[src/rtl/bool1b_pkg.sv]
// Shared types and constants for the 3-input Boolean evaluation unit.
// Index, one-hot and truth-table widths are all derived from the operand count.
package bool1b_pkg;

  localparam int unsigned IDX_W    = 3;
  localparam int unsigned ONEHOT_W = 1 << IDX_W;

  localparam logic [ONEHOT_W-1:0] BOOL1B_TT_DEFAULT = 8'hEA;

  typedef logic [IDX_W-1:0]    idx3_t;
  typedef logic [ONEHOT_W-1:0] onehot8_t;

endpackage : bool1b_pkg

[src/rtl/bool1b_if.sv]
// Level-signal bundle between the operand source and the Boolean unit.
// The master drives operands a/b/c; the slave returns e and the minterm m.
interface bool1b_if;
  import bool1b_pkg::*;

  logic     a;
  logic     b;
  logic     c;
  logic     e;
  onehot8_t m;

  modport master (
    output a,
    output b,
    output c,
    input  e,
    input  m
  );

  modport slave (
    input  a,
    input  b,
    input  c,
    output e,
    output m
  );

endinterface : bool1b_if

[src/rtl/bool1b_dec3.sv]
// Purely combinational 3-to-8 one-hot decoder.
// Exactly one output bit is set for any known index.
module bool1b_dec3
  import bool1b_pkg::*;
(
  input  idx3_t    idx_i,
  output onehot8_t onehot_c
);

  always_comb begin
    onehot_c        = '0;
    onehot_c[idx_i] = 1'b1;
  end

endmodule : bool1b_dec3

[src/rtl/bool1b_unit.sv]
// Registered 3-input Boolean function e = F(a,b,c) defined by TRUTH_TABLE.
// Also registers the one-hot minterm of the sampled operands.
module bool1b_unit
  import bool1b_pkg::*;
#(
  parameter logic [ONEHOT_W-1:0] TRUTH_TABLE = BOOL1B_TT_DEFAULT
)(
  input  logic     clk,
  input  logic     rst,
  bool1b_if.slave  bus
);

  idx3_t    idx_c;
  onehot8_t m_next_c;
  logic     e_d;
  onehot8_t m_d;
  logic     e_q;
  onehot8_t m_q;

  assign idx_c = {bus.a, bus.b, bus.c};

  bool1b_dec3 u_dec3 (
    .idx_i    (idx_c),
    .onehot_c (m_next_c)
  );

  // The selected minterm masks the truth table; the OR picks out F(idx).
  always_comb begin
    e_d = 1'b0;
    m_d = '0;
    e_d = |(m_next_c & TRUTH_TABLE);
    m_d = m_next_c;
  end

  always_ff @(posedge clk) begin
    if (rst) begin
      e_q <= 1'b0;
      m_q <= '0;
    end else begin
      e_q <= e_d;
      m_q <= m_d;
    end
  end

  assign bus.e = e_q;
  assign bus.m = m_q;

endmodule : bool1b_unit

[src/flat_wrapper.sv]
// flat-port wrapper written by rule: the top's interface ports become plain ports
module bool1b_unit_flat import bool1b_pkg::*;
#(
  parameter logic [ONEHOT_W-1:0] TRUTH_TABLE = BOOL1B_TT_DEFAULT
)
  (clk, rst, bus_a, bus_b, bus_c, bus_e, bus_m);
  bool1b_if bus_i ();
  input  logic clk;
  input  logic rst;
  input wire logic [$bits(bus_i.a)-1:0] bus_a;
  input wire logic [$bits(bus_i.b)-1:0] bus_b;
  input wire logic [$bits(bus_i.c)-1:0] bus_c;
  output wire logic [$bits(bus_i.e)-1:0] bus_e;
  output wire logic [$bits(bus_i.m)-1:0] bus_m;
  assign bus_i.a = bus_a;
  assign bus_i.b = bus_b;
  assign bus_i.c = bus_c;
  assign bus_e = bus_i.e;
  assign bus_m = bus_i.m;
  bool1b_unit #(.TRUTH_TABLE(TRUTH_TABLE)) u_core (.clk(clk), .rst(rst), .bus(bus_i));
endmodule
[config.mk]
export PLATFORM = sky130hd
export DESIGN_NAME = bool1b_unit_flat
export DESIGN_NICKNAME = d
export VERILOG_FILES = /design/src/rtl/bool1b_pkg.sv /design/src/rtl/bool1b_if.sv /design/src/rtl/bool1b_dec3.sv /design/src/rtl/bool1b_unit.sv /design/src/flat_wrapper.sv
export SDC_FILE = /design/constraint.sdc
export NUM_CORES = 1
export LEC_CHECK = 0
export BUFFER_PORTS_ARGS = -buffer_cell sky130_fd_sc_hd__buf_4
export CORE_AREA = 5 5 42 44
export DETAILED_ROUTE_END_ITERATION = 7
export DIE_AREA = 0 0 47 49
export GPL_TIMING_DRIVEN = 1
export PLACE_DENSITY = 0.39
export SLEW_MARGIN = 20
export SYNTH_ARGS = -nofsm -noshare
export SYNTH_HDL_FRONTEND = slang
export SYNTH_SLANG_ARGS = --single-unit
[constraint.sdc]
create_clock -name clk -period 0.8 [get_ports clk]
set_input_delay 0.04 -clock clk [delete_from_list [all_inputs] [get_ports clk]]
set_output_delay 0.04 -clock clk [all_outputs]
set_load 0.01 [all_outputs]
# Yosys cells after proc, flatten, opt, wreduce, memory -nomap -nowiden
# Cells that the tools add are included.
# classes
add_sub_neg,0
n_mul,0
div,0
magnitude_cmp,2
eq_ne,0
n_shift,0
mux,2
n_bitwise,0
n_reduce_logical,2
# ops
cell,count
$reduce_or 5->1,1
$lt 3x4->1 const B,1
$demux 1 s3,1
$ge 3x1->1 const B,1
$logic_and 1x1->1,1
$mux 1,1
# word_totals
reg_bits,9
latchBits,0
ramBits,0
romBits,0
inputBits,5
out_inout_bits,9
memories,0

# Longest topological paths before layout
# depth
depth_word,5
ltp_mapped,2

# Hierarchy
# From an unflattened synthesis, not the netlist that was laid out.
# unflattened
hier_cells,28
hier_area_um2,309.0
# modules_own_cells
module,n_inst,cells_each,area_per_inst_um2,seq_area_each_um2
bool1b_unit,1,20,244.0,180.2
bool1b_dec3,1,8,65.1,0.0

# Worst setup path after synthesis
# OpenSTA, ideal clock, no wires.
# synth_path
kind,reg2out
start,reg u_core.e_q (netlist: u_core.bus.e)
end,out bus_e
t_arrival_ps,331
t_required_ps,760
setup_slack_ps,429
path_stages_with_launch,1
path_cell_list,dfxtp_1
# synth_lines
element,line,text
start: declaration,bool1b_unit.sv:17,logic e_q;
start signal: assignment,bool1b_unit.sv:37,e_q <= 1'b0;
start signal: assignment,bool1b_unit.sv:40,e_q <= e_d;
end: declaration,flat_wrapper.sv:13,output wire logic [$bits(bus_i.e)-1:0] bus_e;
# No word-level cell between the ends.

==> results <==
- The number of flops mapped to enable cells by yosys is 0.
- The kind of critical path is in2reg.
- The worst pin sits at a relative slew slack of 87.0%.
- The category of the worst setup path capture point is a flip-flop.
- After clock tree synthesis, the setup repair step added 0 buffers.
- The final count of negative-setup-slack endpoints is 0.
- In this run, CTS created clock tree buffers numbering 3.
- The number of filler cells placed in the layout is 162.
- For this run, the detailed router's first-pass iteration total came to 1.
- The die outline area is 2300 um2.
- The maximum frequency from static timing analysis is 1.29 GHz.
- For the pin with the worst max-slew slack, the measured transition is 0.193 ns.
- For this design, the CTS-stage hold fixing added 3 buffers.
- The number of antenna violations at the first check in global routing came to 0.
- The aggregate global-route resource usage is 6.08%.
- In this run the worst hold path is classified as in2reg.
- The maximum number of pins on one net before global-route repair is 7.
- The worst path arrival time is 0.96 ns.
- The total area of sequential cells is 180 um2.
- For this block, the routed nets add up to 524 um of wire.
- Clock tree synthesis found a total of 9 sinks.
- The clock passes through at most 2 buffers.
- The synthesized netlist net count is 28.
- The total inserted antenna cells is 0.
- After clock tree synthesis, the clock-pin slew on the worst setup and hold paths is 0.05 ns.
- The post-detailed-route via-to-cell ratio is 3.78.
- The instance count after placement with tap cells included is 52.
- The final routed wire length divided by cell count is 8.88 um.
- CTS built an H-tree with a depth of 1.
- The critical path ends at u_core.bus.m[1].
- Dividing total power by cell area gives a power density of 2000 nW/um2.
- After synthesis, the netlist uses 9 different library cells.
- The post-synthesis sequential area ratio is 68.9%.
- dfxtp_1 is the most common cell in the netlist.
- By area the synthesized netlist is led by dfxtp_1, nor3_1, nor2_1.
- The die extent in x is 47 um.
- The number of synthesized register bits is 9.
- The post-synthesis instance area is 262 um2.
- The share of layout cells above drive strength 1 is 44.2%.
- The hold violation count in the final report is 0.
- The first-pass GRT wire length is 910 um.
- The remaining routing DRC violations is 0.
- Across the VDD grid, the largest voltage drop is 682 uV.
- The final estimated routing congestion in global placement is 0.706.
- The critical path data required time is 0.99 ns.
- The clock tree root driver cell is clkbuf_4.
- TritonCTS built the clock tree.
- In the final layout, the multi-input gates occupy 87.6 um2.
- The area of the core is 1400 um2.
- The fraction of the cycle the final worst path needs is 96.7%.
- After routing, the total negative slack on setup checks comes to 0 ns.
- For this run the aggregate overflow at the end of global routing stands at 0.
- The top cell type by total area after synthesis is dfxtp_1.
- The die height is 49 um.
- The area share of the largest cell type after synthesis is 68.9%.
- The Yosys step of the flow raised 0 warnings.
- During I/O placement, the number of pins put on the boundary was 14.
- A synthesized cell averages 11.4 um2.
- Setup repair after global routing left no endpoint under its margin.
- The share of async-settable or async-resettable flops after synthesis is 0%.
- The number of global-route vias before repair is 219.
- After the flow finishes, the layout carries non-filler instances totaling 59.
- The critical path startpoint is rst.
- The element type at the critical path start is an input port.
- In this run the worst path has a maximum fanout of 4.
- The commonest cells after synthesis are dfxtp_1, nor2_1, nor3_1.
- Overall power consumption after layout is estimated at 886 uW.
- The final period demand of the worst path is 0.774 ns.
- The initialized floorplan defines 14 standard-cell rows.
- The count of nets left with antenna violations once routing finished came out at 0.
- The flip-flop cell with the highest count after synthesis is dfxtp_1.
- The post-layout utilization of the core is 31.7%.
- The initial standard-cell utilization of the core is 18.7%.
- The worst hold slack across all endpoints is 0.00401 ns.
- The count of input and output buffers is 13.
- The DRC violation total after the first TritonRoute iteration is 0.
- Synthesis produced 23 cells.
- The flow ran to the end, and the final reports show no timing, DRC or antenna violations.
- The area growth from synthesis to layout is 69.9%.
- The final route contains 223 vias.
- The final max-slew violation count is 0.
- The max-cap violation count is 0.
- At the end of the flow, the number of nets in the layout was 49.
- The analysis attributes to cell leakage a power of 0.209 nW.
-- sequential cells by signal, indices dropped and copies added, names as in the netlist --
| signal | count |
|---|---|
| u_core.bus.m | 8 |
| u_core.bus.e | 1 |
-- logic make-up (layout without fill, tap and decap cells) --
kind of cell,Yosys count,after routing,share of synthesized area (%)
AO/OA/AOI/OAI,1,1,1.91
buffers and inverters,0,20,0
flip-flops,9,9,68.9
AND/OR/NAND/NOR,13,13,29.2
-- worst min-delay path by stage --
stage,from,to,slack [ns],cells after the start
floorplan,bus_a,u_core.bus.m[1],0.11,1
global placement,bus_a,u_core.bus.m[1],0.25,2
detailed placement,bus_b,u_core.bus.m[1],0.25,2
CTS,bus_b,u_core.bus.m[0],-0.004,2
global route,bus_a,u_core.bus.m[0],-0.01,2
finish,bus_a,u_core.bus.m[0],0.004,2
-- through the flow --
| step | instance area, um2 | setup WS [ns] |
|---|---|---|
| finish | 444 | 0.0261 |
| CTS | 435 | 0.00706 |
| detailed placement | 379 | 0.251 |
| global placement | 379 | 0.258 |
| global route | 444 | 0.00383 |
| floorplan | 262 | 0.429 |
-- critical path, cell delays in order --
cell           delay (ns)
buf_4                0.12
nand2b_4             0.15
nor3_2               0.10
dlygate4sd3_1        0.56
-- cell usage in the layout (no fill, tap or decap) --
| master | instances |
|---|---|
| buf_4 | 13 |
| dfxtp_1 | 9 |
| nor2_1 | 4 |
| nor3_1 | 3 |
| clkbuf_4 | 3 |
| nand2b_1 | 2 |
| dlygate4sd3_1 | 2 |
| nand2b_4 | 1 |
| nor3_2 | 1 |
| nor4_2 | 1 |
| nand2_1 | 1 |
| a21oi_1 | 1 |
| clkbuf_1 | 1 |
| dlymetal6s4s_1 | 1 |
-- area by class of cell --
type                    instances  area share (%)
repair buffers                 16            29.3
clock buffers                   4            5.92
flip-flops and latches          9            40.6
well taps                      16            4.51
multi-input cells              14            19.7
-- layer usage --
metal | GRT usage, % | up-vias | wire [um]
li1 | - | 117 | -
met1 | 6.89 | 93 | 229
met2 | 6.79 | 11 | 228
met3 | 4.80 | 2 | 55
met4 | 5.53 | 0 | 11
met5 | 0 | - | 0
-- power by group --
part | switching [mW] | total (mW) | internal, mW
logic | 0.0433 | 0.0951 | 0.0519
clock network | 0.135 | 0.326 | 0.191
registers | 0.00333 | 0.466 | 0.463
-- what timing repair did --
| item | CTS | global route |
|---|---|---|
| endpoints found under the setup margin | 0 | 1 |
| endpoints found under the hold margin | 6 | 1 |
| gates resized for setup | 0 | 2 |
Power figures use the tool's default switching activity.
